**config.mk**
```make
export PLATFORM = sky130hd
export DESIGN_NAME = fifo_gen
export DESIGN_NICKNAME = d
export VERILOG_FILES = /design/src/rtl/fifo_pkg.sv /design/src/rtl/fifo_ram.sv /design/src/rtl/fifo_gen.sv
export SDC_FILE = /design/constraint.sdc
export NUM_CORES = 1
export LEC_CHECK = 0
export ABC_AREA = 1
export CAP_MARGIN = 30
export CORE_MARGIN = 2
export CORE_UTILIZATION = 45
export DETAILED_ROUTE_END_ITERATION = 6
export GPL_ROUTABILITY_DRIVEN = 0
export GPL_TIMING_DRIVEN = 0
export PLACE_DENSITY = 0.65
export SETUP_SLACK_MARGIN = 0.1
export SYNTH_ARGS = -nofsm -noshare
export SYNTH_HDL_FRONTEND = slang
export SYNTH_SLANG_ARGS = --single-unit
```
**constraint.sdc**
```tcl
create_clock -name clk -period 2.5 [get_ports clk]
set_input_delay 0.375 -clock clk [delete_from_list [all_inputs] [get_ports clk]]
set_output_delay 0.375 -clock clk [all_outputs]
set_load 0.03 [all_outputs]
```
**src/rtl/fifo_pkg.sv**
```systemverilog
// Shared constants and sizing helpers for the fifo_gen family.
// Sizing functions are elaboration-time only and feed port and pointer widths.
package fifo_pkg;

    localparam int DEFAULT_WIDTH = 8;
    localparam int DEFAULT_DEPTH = 16;

    function automatic int clog2(input int value);
        int result;
        int span;
        result = 0;
        span   = 1;
        while (span < value) begin
            span   = span * 2;
            result = result + 1;
        end
        return result;
    endfunction

    // Occupancy runs 0..DEPTH inclusive, hence DEPTH+1 states.
    function automatic int count_width(input int depth);
        return clog2(depth + 1);
    endfunction

endpackage

```
**src/rtl/fifo_ram.sv**
```systemverilog
// Simple dual-port storage array: synchronous write, registered read that
// holds its last value while no read is requested.
module fifo_ram
    import fifo_pkg::*;
#(
    parameter int WIDTH = DEFAULT_WIDTH,
    parameter int DEPTH = DEFAULT_DEPTH,
    parameter int AW    = clog2(DEPTH)
) (
    input  logic             clk,
    input  logic             we,
    input  logic [AW-1:0]    waddr,
    input  logic [WIDTH-1:0] wdata,
    input  logic             re,
    input  logic [AW-1:0]    raddr,
    output logic [WIDTH-1:0] rdata
);

    logic [WIDTH-1:0] mem_q [DEPTH];

    // Write port
    always_ff @(posedge clk) begin
        if (we) begin
            mem_q[waddr] <= wdata;
        end
    end

    // Registered read port; same-address read/write returns the old word
    always_ff @(posedge clk) begin
        if (re) begin
            rdata <= mem_q[raddr];
        end
    end

endmodule

```
**src/rtl/fifo_gen.sv**
```systemverilog
// Parametrised single-clock FIFO with occupancy count, almost-full/empty
// thresholds and sticky overflow/underflow flags around a fifo_ram array.
module fifo_gen
    import fifo_pkg::*;
#(
    parameter int WIDTH    = DEFAULT_WIDTH,
    parameter int DEPTH    = DEFAULT_DEPTH,
    parameter int AF_LEVEL = DEPTH - 2,
    parameter int AE_LEVEL = 2
) (
    input  logic                          clk,
    input  logic                          reset,
    input  logic                          push,
    input  logic                          pop,
    input  logic [WIDTH-1:0]              data_in,
    input  logic                          clr_err,
    output logic [WIDTH-1:0]              data_out,
    output logic                          en,
    output logic                          fifo_full,
    output logic                          fifo_empty,
    output logic                          almost_full,
    output logic                          almost_empty,
    output logic [count_width(DEPTH)-1:0] count,
    output logic                          overflow,
    output logic                          underflow
);

    localparam int AW = clog2(DEPTH);
    localparam int CW = count_width(DEPTH);
    localparam logic [CW-1:0] FULL_C = CW'(DEPTH);
    localparam logic [CW-1:0] AF_C   = CW'(AF_LEVEL);
    localparam logic [CW-1:0] AE_C   = CW'(AE_LEVEL);

    logic [AW-1:0]    wp_q, wp_d, rp_q, rp_d;
    logic [CW-1:0]    count_q, count_d;
    logic             en_q, en_d;
    logic             ovf_q, ovf_d, udf_q, udf_d;
    logic             seen_q, seen_d;
    logic             push_ok, pop_ok;
    logic [WIDTH-1:0] rdata;

    assign pop_ok  = pop && !fifo_empty && !reset;
    assign push_ok = push && (!fifo_full || pop_ok) && !reset;

    // Next-state for pointers, occupancy, read strobe and error flags
    always_comb begin
        wp_d    = push_ok ? wp_q + AW'(1) : wp_q;
        rp_d    = pop_ok  ? rp_q + AW'(1) : rp_q;
        en_d    = pop_ok;
        seen_d  = seen_q | pop_ok;
        count_d = count_q;
        case ({push_ok, pop_ok})
            2'b10:   count_d = count_q + CW'(1);
            2'b01:   count_d = count_q - CW'(1);
            default: count_d = count_q;
        endcase
        // A new error in the same cycle as clr_err keeps the flag set
        if (push && !push_ok) begin
            ovf_d = 1'b1;
        end else if (clr_err) begin
            ovf_d = 1'b0;
        end else begin
            ovf_d = ovf_q;
        end
        if (pop && !pop_ok) begin
            udf_d = 1'b1;
        end else if (clr_err) begin
            udf_d = 1'b0;
        end else begin
            udf_d = udf_q;
        end
    end

    // State registers; requests seen while reset is high are discarded
    always_ff @(posedge clk) begin
        if (reset) begin
            wp_q    <= {AW{1'b0}};
            rp_q    <= {AW{1'b0}};
            count_q <= {CW{1'b0}};
            en_q    <= 1'b0;
            ovf_q   <= 1'b0;
            udf_q   <= 1'b0;
            seen_q  <= 1'b0;
        end else begin
            wp_q    <= wp_d;
            rp_q    <= rp_d;
            count_q <= count_d;
            en_q    <= en_d;
            ovf_q   <= ovf_d;
            udf_q   <= udf_d;
            seen_q  <= seen_d;
        end
    end

    fifo_ram #(
        .WIDTH (WIDTH),
        .DEPTH (DEPTH),
        .AW    (AW)
    ) u_ram (
        .clk   (clk),
        .we    (push_ok),
        .waddr (wp_q),
        .wdata (data_in),
        .re    (pop_ok),
        .raddr (rp_q),
        .rdata (rdata)
    );

    // The array read register has no reset, so data_out reads zero until the
    // first pop after reset.
    assign data_out     = seen_q ? rdata : {WIDTH{1'b0}};
    assign en           = en_q;
    assign count        = count_q;
    assign overflow     = ovf_q;
    assign underflow    = udf_q;
    assign fifo_full    = (count_q == FULL_C);
    assign fifo_empty   = (count_q == {CW{1'b0}});
    assign almost_full  = (count_q >= AF_C);
    assign almost_empty = (count_q <= AE_C);

endmodule
```
==> summary.txt <==
Clock network
  • Clock sink total: 153
  • Cts bufs inserted: 17
  • Clock transition at the registers of the reported paths: 60 ps
  • CTS Buffer Depth: 2
  • Worst-Skew Late Latency: 430 ps
  • # hold bufs at CTS: 0
  • Root buffer cell: clkbuf_16
  • CTS tree: yes
  • Depth of the CTS H-tree: 4

STA
  • Skew final: approximately 9.6 ps
  • Final worst path period need: 2200 ps
  • Fmax: between 400 and 500 MHz
  • Pins Over Slew Limit: 0
  • Hold Violations, Final: 0
  • Worst Tran Pin Value: 899 ps
  • RSZ-0062 raised after global routing: yes
  • Period Utilization, post-route: 0.881
  • Final WS setup: 298 ps
  • Endpoints failing setup: 0
  • Worst hold slack: a little under 500 ps
  • Slew headroom: 0.399

Pwr
  • Leakage: 2.63 nW
  • Power per Cell Area: 877 nW/µm²
  • Total power: roughly 6.6 mW
  • Max VDD drop: 504 µV

Floorplan
  • Row count: 43
  • Core ar.: 13800 µm²
  • Die X: 123 µm
  • Initial Util: 0.458
  • Die Area: 15000 µm²
  • Top-Level Pins: 33
  • Chip height: 123 µm

GRT
  • Number of global-route vias before repair: 3982
  • Largest net degree at the start of global routing: 17
  • Total track usage: 0.217
  • Initial antenna violation count: 0
  • Total gr overflow: 0
  • Global-route wire length before repair: about 23000 µm

Synthesis
  • Cells after Synth: 536
  • Ys Warns: 0
  • Leading area contributor after synthesis: edfxtp_1
  • Sequential area share after synthesis: 0.698
  • Post-synth top area share: 0.645
  • Synth Area per Inst: 11.8 µm²
  • Area contributors post-synth: edfxtp_1, nor2_1, dfxtp_1, o21ai_0, nand2_1
  • Cell Area, Synth: 6340 µm²
  • Post-Syn Nets: 557
  • Cell variety after synth: 31
  • Synthesis-stage register bit count: 153

Final layout
  • Ant. Diodes: 0
  • Core Util, Final: 0.544
  • Area taken by multi-input logic gates: 1660 µm²
  • Filler cell count: 1099
  • Area growth, synth to finish: 18.8%
  • FF+latch area: 4430 µm²
  • Final net count: 609
  • Share of cells above drive strength 1: 0.113

Setup path
  • Critical path data required time: 2120 ps
  • CP arrival: roughly 1800 ps
  • CP startpoint kind: flop
  • Critical Path End Type: primary output
  • Crit path kind: reg2out
  • Worst-path fanout max: 7

Route
  • # DRC: 0
  • Vias per inst: 5.58
  • First-pass DRT Iterations: 7
  • Routed len/inst: 19.8 µm
  • DRT Wirelength: 15500 µm
  • Antenna Nets Post-Route: 0
  • Vias: 4360
  • Iter 0 DRT Violations: 607

Place
  • Placement Setup Slack: -480 ps
  • Post-DP HPWL: 9920 µm
  • Port bufs: 32

Run
  • Max Cap Viol: 0

Min path
  • Worst Hold Class: reg2reg

Run status
  • Status: completed
[synth_stat cells]
cell type  count
a2111oi_0      1
a211oi_1       1
a21boi_1       1
a21oi_1        9
a21oi_2        1
a22oi_1        1
buf_2         11
buf_4          2
buf_6          5
clkbuf_1       9
clkinv_1       2
dfxtp_1       17
edfxtp_1     136
ha_1           8
inv_1         28
inv_2          4
nand2_1       52
nand3_1       25
nand3_2        1
nand4_1        1
nand4_2        1
nor2_1       108
nor2_2         2
nor3_1         1
o211ai_1      19
o21ai_0       58
o21ai_1       13
o221ai_1      13
o31ai_1        1
o31ai_2        1
xor2_1         4
[power by group]
part           internal, mW  leakage, nW  switching [mW]
Sequential             2.86         1.37          0.0485
Combinational         0.371        0.994           0.769
Clock                  1.56        0.272           0.986
[metrics by stage]
stage,setup TNS [ps],std cells,instance area [µm²]
after floorplan,0,536,6340
after global placement,-22610,748,6890
after detailed placement,-26330,748,6890
after CTS,0,781,7480
after global routing,0,781,7530
final,0,781,7530
[area by class of cell]
class / instances / area share
Buffer: 27 / 0.0214
Tap cell: 180 / 0.0299
Sequential cell: 153 / 0.589
Timing Repair Buffer: 33 / 0.0439
Inverter: 34 / 0.0173
Clock inverter: 12 / 0.0200
Multi-Input combinational cell: 322 / 0.221
Clock buffer: 20 / 0.0580
[placed cells by master (no fill, tap or decap), drive strengths merged]
master,synthesis,layout
a2111oi,1,1
a211oi,1,1
a21boi,1,1
a21oi,10,10
a22oi,1,1
buf,18,19
bufinv,0,3
clkbuf,9,29
clkdlybuf4s50,0,31
clkinv,2,6
clkinvlp,0,4
dfxtp,17,17
dlymetal6s2s,0,1
edfxtp,136,136
ha,8,8
inv,32,33
nand2,52,52
nand3,26,26
nand4,2,2
nor2,110,110
nor3,1,1
o211ai,19,19
o21ai,71,71
o221ai,13,13
o31ai,2,2
xor2,4,4
[timing repair]
action	CTS	global route
cloned	0	0
pin swaps	1	0
setup buffers	1	0
setup endpoints to repair	3	10
resized for setup	1	15
[routing by layer]
| layer | global-route usage | wire length [µm] | vias up |
|---|---|---|---|
| met1 | 0.300 | 6470 | 2089 |
| met2 | 0.317 | 7150 | 217 |
| met4 | 0.109 | 491 | 0 |
| li1 | - | - | 2018 |
| met3 | 0.0548 | 1370 | 36 |
| met5 | 0 | 0 | - |
[worst paths after layout]
check,end,slack (ps),from,cells past startpoint
setup / recovery,fifo_empty,300,count[1],4
hold / removal,overflow,490,overflow,2
setup reg to reg,count[4],310,count[1],17
hold reg to reg,overflow,490,overflow,2
[sequential cells by signal (all words and copies together), names as in the netlist]
name,flops
wp_q,4
en,1
u_ram.mem_q,128
seen_q,1
underflow,1
u_ram.rdata,8
overflow,1
count,5
rp_q,4
[worst max-delay path, cell delays in order, from the launching register on]
cell	delay [ps]
dfxtp_2	380
nor2_4	130
nand4_1	120
inv_1	100
clkdlybuf4s50_1	670
[cell families (layout without fill, tap and decap cells)]
kind of cell | after synthesis | after routing | synth area share
compound gates | 119 | 119 | 0.113
xor+xnor | 4 | 4 | 0.00553
fa+ha+maj | 8 | 8 | 0.0158
buf+inv | 61 | 126 | 0.0454
flops | 153 | 153 | 0.698
simple gates | 191 | 191 | 0.122
Note: power is estimated with default switching activity, not from simulation.
